<file path="src/rtl/eth_rx_framer.sv">
// Ethernet receive framer: locks onto preamble + SFD, strips them and streams the
// frame payload (DA..FCS) as registered chunks with sof/eof/err/byte-count sidebands.
module eth_rx_framer #(
    parameter int N            = 4,
    parameter int MIN_PRE_BITS = 32,
    parameter int MAX_BYTES    = 1522
) (
    input  logic         clk,
    input  logic         rst,
    input  logic [N-1:0] eth_rxd,
    input  logic         eth_crsdv,
    output logic         axiov,
    output logic [N-1:0] axiod,
    output logic         sof,
    output logic         eof,
    output logic         err,
    output logic [10:0]  frame_bytes
);
    localparam logic [7:0]   PRE_BYTE   = 8'h55;
    localparam logic [7:0]   SFD_BYTE   = 8'hD5;
    localparam logic [N-1:0] P          = PRE_BYTE[N-1:0];
    localparam logic [N-1:0] S          = SFD_BYTE[7:8-N];
    localparam int           MIN_CNT    = MIN_PRE_BITS / N;
    localparam int           CPB        = 8 / N;
    localparam logic [1:0]   LAST_CHUNK = 2'(CPB - 1);
    localparam logic [10:0]  MAX_B      = 11'(MAX_BYTES);

    typedef enum logic [2:0] {IDLE, PRE, PAYLOAD, DROP, DROP_ERR} state_t;

    state_t      state_q, state_d;
    logic [5:0]  pre_cnt_q, pre_cnt_d;
    logic [1:0]  chunk_q, chunk_d;
    logic [10:0] byte_q, byte_d;
    logic        first_q, first_d;
    logic        over_q, over_d;
    logic        axiov_q, axiov_d;
    logic [N-1:0] axiod_q, axiod_d;
    logic        sof_q, sof_d;
    logic        eof_q, eof_d;
    logic        err_q, err_d;
    logic [10:0] fb_q, fb_d;

    always_comb begin
        state_d   = state_q;
        pre_cnt_d = pre_cnt_q;
        chunk_d   = chunk_q;
        byte_d    = byte_q;
        first_d   = first_q;
        over_d    = over_q;
        axiov_d   = 1'b0;
        axiod_d   = '0;
        sof_d     = 1'b0;
        eof_d     = 1'b0;
        err_d     = 1'b0;
        fb_d      = '0;
        case (state_q)
            IDLE: begin
                if (eth_crsdv) begin
                    if (eth_rxd == P) begin
                        state_d   = PRE;
                        pre_cnt_d = 6'd1;
                    end else begin
                        state_d = DROP;
                    end
                end
            end
            PRE: begin
                if (!eth_crsdv) begin
                    state_d = IDLE;
                end else if (eth_rxd == P) begin
                    if (pre_cnt_q != 6'd63) pre_cnt_d = pre_cnt_q + 6'd1;
                end else if (eth_rxd == S && int'(pre_cnt_q) >= MIN_CNT) begin
                    state_d = PAYLOAD;
                    chunk_d = '0;
                    byte_d  = '0;
                    first_d = 1'b1;
                    over_d  = 1'b0;
                end else begin
                    state_d = DROP;
                end
            end
            PAYLOAD: begin
                if (!eth_crsdv) begin
                    eof_d   = 1'b1;
                    fb_d    = byte_q;
                    err_d   = (chunk_q != 2'd0);
                    state_d = IDLE;
                end else if (byte_q >= MAX_B) begin
                    // Full frame budget already delivered; swallow the rest.
                    over_d  = 1'b1;
                    state_d = DROP_ERR;
                end else begin
                    axiov_d = 1'b1;
                    axiod_d = eth_rxd;
                    sof_d   = first_q;
                    first_d = 1'b0;
                    if (chunk_q == LAST_CHUNK) begin
                        chunk_d = '0;
                        byte_d  = byte_q + 11'd1;
                    end else begin
                        chunk_d = chunk_q + 2'd1;
                    end
                end
            end
            DROP_ERR: begin
                if (!eth_crsdv) begin
                    eof_d   = 1'b1;
                    err_d   = over_q;
                    fb_d    = MAX_B;
                    over_d  = 1'b0;
                    state_d = IDLE;
                end
            end
            DROP: begin
                if (!eth_crsdv) state_d = IDLE;
            end
            default: state_d = IDLE;
        endcase
    end

    always_ff @(posedge clk) begin
        if (rst) begin
            state_q   <= IDLE;
            pre_cnt_q <= '0;
            chunk_q   <= '0;
            byte_q    <= '0;
            first_q   <= 1'b0;
            over_q    <= 1'b0;
            axiov_q   <= 1'b0;
            axiod_q   <= '0;
            sof_q     <= 1'b0;
            eof_q     <= 1'b0;
            err_q     <= 1'b0;
            fb_q      <= '0;
        end else begin
            state_q   <= state_d;
            pre_cnt_q <= pre_cnt_d;
            chunk_q   <= chunk_d;
            byte_q    <= byte_d;
            first_q   <= first_d;
            over_q    <= over_d;
            axiov_q   <= axiov_d;
            axiod_q   <= axiod_d;
            sof_q     <= sof_d;
            eof_q     <= eof_d;
            err_q     <= err_d;
            fb_q      <= fb_d;
        end
    end

    assign axiov       = axiov_q;
    assign axiod       = axiod_q;
    assign sof         = sof_q;
    assign eof         = eof_q;
    assign err         = err_q;
    assign frame_bytes = fb_q;
endmodule

</file>
<file path="config.mk">
export PLATFORM = sky130hd
export DESIGN_NAME = eth_rx_framer
export DESIGN_NICKNAME = d
export VERILOG_FILES = /design/src/rtl/eth_rx_framer.sv
export SDC_FILE = /design/constraint.sdc
export NUM_CORES = 1
export LEC_CHECK = 0
export CAP_MARGIN = 20
export CORE_UTILIZATION = 54
export CTS_CLUSTER_DIAMETER = 40
export CTS_CLUSTER_SIZE = 24
export DETAILED_ROUTE_END_ITERATION = 7
export PLACE_DENSITY = 0.8
export SYNTH_ARGS = -nofsm -noshare
export SYNTH_HDL_FRONTEND = slang
export SYNTH_SLANG_ARGS = --single-unit
</file>
<file path="constraint.sdc">
create_clock -name clk -period 3.23 [get_ports clk]
set_clock_uncertainty 0.2 [all_clocks]
set_input_delay 0.646 -clock clk [delete_from_list [all_inputs] [get_ports clk]]
set_output_delay 0.646 -clock clk [all_outputs]
set_load 0.03 [all_outputs]
</file>
==> flow_summary_export.csv <==
group,metric,value,unit
clock_network,cts_tree,"done",
clock_network,clk_pin_slew,120,ps
logic_synthesis,yosysUniqueCellTypes,43,
floorplanning,die_w,61.8,um
min_path,min_path_type,"reg2reg",
sta,tns,0,ps
grt,antenna_found_initial,0,
floorplanning,dieArea,0.00382,mm^2
sta,fin_crit_sh,76.0,%
run,maxCapViolCount,0,
setup_path,cp.depth,6,
route,wl_per_cell,13.0,um
cells_and_area,final_common_cell,"dfxtp_1",
logic_synthesis,syn-num-nets,234,
grt,grt_usage,24.1,%
floorplanning,num_io_pins,26,
sta,setup_viol,0,
placement,post_dp_cell_area,0.00222,mm^2
setup_path,cp_max_fo,8,
clock_network,ctsHoldBuffers,0,
sta,layout_min_cycle_time,2450,ps
floorplanning,core,0.00339,mm^2
sta,grt_setup_unrepaired,"false",
logic_synthesis,synth_top_area_share,44.6,%
min_path,holdCritStartpoint,"chunk_q[1]",
route,via_per_inst,5.60,
logic_synthesis,synth-edff-count,0,
logic_synthesis,yosys_warnings,0,
placement,portBuffers,25,
cells_and_area,final_cell_area,0.00230,mm^2
route,wirelength,3.83,mm
setup_path,cpPeakStageDelay,490,ps
power_and_ir_drop,power_density,418,mW/mm^2
logic_synthesis,synth.cell_area,0.00193,mm^2
route,drc_errors,0,
setup_path,r2r_end,"byte_q[7]",
logic_synthesis,synth-seq-cells,43,
setup_path,criticalPathCategory,"in2reg",
grt,grt.overflow.total,0,
sta,slew_violations,0,
setup_path,crit_arrival,2490,ps
logic_synthesis,async_flop_share,0,%
sta,hold_viol,0,
route,ant_nets,0,
setup_path,worstRegToRegCells,5,
cells_and_area,diodes,0,
setup_path,rrSetupSlack,820,ps
route,firstDrtPassIters,4,
logic_synthesis,synth.avg_cell_area,8.65,um^2
setup_path,crit_chain,"clkdlybuf4s50_1 -> nor4bb_1 -> o211ai_1 -> nor3_1 -> xnor2_1 -> nor2_1",
clock_network,cts_setup_buffers,0,
route,vias,1651,
cells_and_area,fin_nets,259,
setup_path,path_delay_family,"simple AND/OR/NAND/NOR gates",
clock_network,cts_root_buf,"clkbuf_4",
placement,gp_congestion,0.853,
clock_network,htree_levels,2,
setup_path,critPathLaunchType,"primary input",
setup_path,cp-end-kind,"flip-flop",
grt,first_global_vias,1454,
setup_path,worstPathBufferInverterCount,1,
clock_network,cts_sinks,43,
route,first_iter_violations,192,
power_and_ir_drop,leakage,0.807,nW
floorplanning,num_rows,21,
cells_and_area,drive_gt1_share,7.63,%
logic_synthesis,synth_cells,223,
sta,maxSlewHeadroom,60.1,%
setup_path,startpoint,"eth_rxd[2]",
logic_synthesis,synth_flop_cell,"dfxtp_1",
logic_synthesis,ys_seq_area_share,44.6,%
power_and_ir_drop,vdd_drop_max,265,uV
floorplanning,start_util,56.9,%
sta,worstMarginPinSlew,595,ps
logic_synthesis,yosys.area.top_type,"dfxtp_1",
setup_path,r2r_start,"state_q[1]",
clock_network,clk_latency,360,ps
grt,grt_pass1_wl,6.62,mm
clock_network,cts_resized,0,
cells_and_area,layout_common_cells,"dfxtp_1, clkdlybuf4s50_1, nor2_1",
clock_network,clockBufferDepth,2,
placement,place_hpwl,2.78,mm
clock_network,numCtsBuffers,5,
sta,fmax,0.408,GHz
status,outcome,"finished clean",
grt,grt_start_max_net_pins,17,
floorplanning,dieHeight,61.8,um
cells_and_area,syn_to_final_growth,19.4,%
logic_synthesis,yosys-top-cells-area,"dfxtp_1, o21ai_0, a21oi_1",
setup_path,critPathSlowestCell,"clkdlybuf4s50_1",
setup_path,crit_end,"pre_cnt_q[5]",
setup_path,cp_data_required_time,3270,ps
-- worst register-to-register path, delay by kind of cell, from the launching register on --
family          cells  cell delay, ps
simple gates        2             670
compound gates      3             840
flops               1             620
-- cell type report --
class | instances | area, um^2
inverters | 9 | 33.8
multi-input cells | 162 | 1000
well taps | 46 | 57.6
flip-flops and latches | 43 | 861
repair buffers | 27 | 265
clock buffers | 6 | 51.3
fillers | 265 | 1090
clock inverters | 2 | 35.0
-- sequential cells by signal (all words and copies together) (netlist names), 2 cells and up --
name / count
byte_q: 11
frame_bytes: 11
pre_cnt_q: 6
axiod: 4
state_q: 3
chunk_q: 2
-- metrics by stage --
| step | setup WS, ps | total power, W | util [%] | cells | hold WS [ps] |
|---|---|---|---|---|---|
| after floorplan | 1120 | 0.000600 | - | 223 | 231 |
| after global placement | 466 | 0.000622 | 65.4 | 287 | 247 |
| after detailed placement | 403 | 0.000623 | 65.4 | 287 | 249 |
| after CTS | 799 | 0.000970 | 68.0 | 295 | 265 |
| after global routing | 598 | 0.00100 | 68.0 | 295 | 303 |
| final | 776 | 0.000964 | 68.0 | 295 | 263 |
-- logic make-up (layout without fill, tap and decap cells) --
family | after synthesis | in the layout | share of synthesized area (%)
and+or+nand+nor | 91 | 91 | 25.7
buffers and inverters | 18 | 44 | 3.57
DFF | 43 | 43 | 44.6
AOI/OAI and AO/OA | 62 | 62 | 21.1
adders and majority gates | 4 | 4 | 2.59
muxes | 1 | 1 | 0.519
xor gates and xnor gates | 4 | 4 | 1.82
-- synthesized netlist by cell type (4+ instances only) --
library cell / number
dfxtp_1: 43
ha_1: 4
o21ai_0: 17
nor3_1: 9
nand2b_1: 5
nand3_1: 6
a211oi_1: 4
and3_1: 4
nor2_1: 20
clkbuf_1: 8
nand2_1: 17
inv_1: 9
or3_1: 5
a21oi_1: 16
o31ai_1: 6
and2_1: 8
o21ai_1: 4
-- per-layer routing --
| layer | part of all wire [%] | routed length [um] | vias to the layer above | track usage (%) |
|---|---|---|---|---|
| li1 | - | - | 848 | - |
| met1 | 47 | 1800 | 755 | 31.6 |
| met2 | 47 | 1800 | 41 | 37.8 |
| met3 | 4.5 | 174 | 7 | 8.07 |
| met4 | 1.5 | 57 | 0 | 7.30 |
| met5 | 0 | 0 | - | 0 |
-- worst min path at each step --
stage / slack, ps / cells past startpoint / to
5_1_grt: 300 / 1 / chunk_q[1]
6_report: 260 / 1 / chunk_q[1]
3_5_place_dp: 250 / 1 / chunk_q[1]
3_3_place_gp: 250 / 1 / chunk_q[1]
2_1_floorplan: 230 / 1 / sof
4_1_cts: 270 / 1 / chunk_q[1]
-- power breakdown --
part           switching [W]  leakage [nW]  internal, W  total [W]
logic              0.0000405         0.411    0.0000285  0.0000690
clock network       0.000169        0.0482     0.000183   0.000352
registers         0.00000717         0.347     0.000535   0.000543
total               0.000217         0.807     0.000747   0.000964
(Power assumes the default switching activity.)
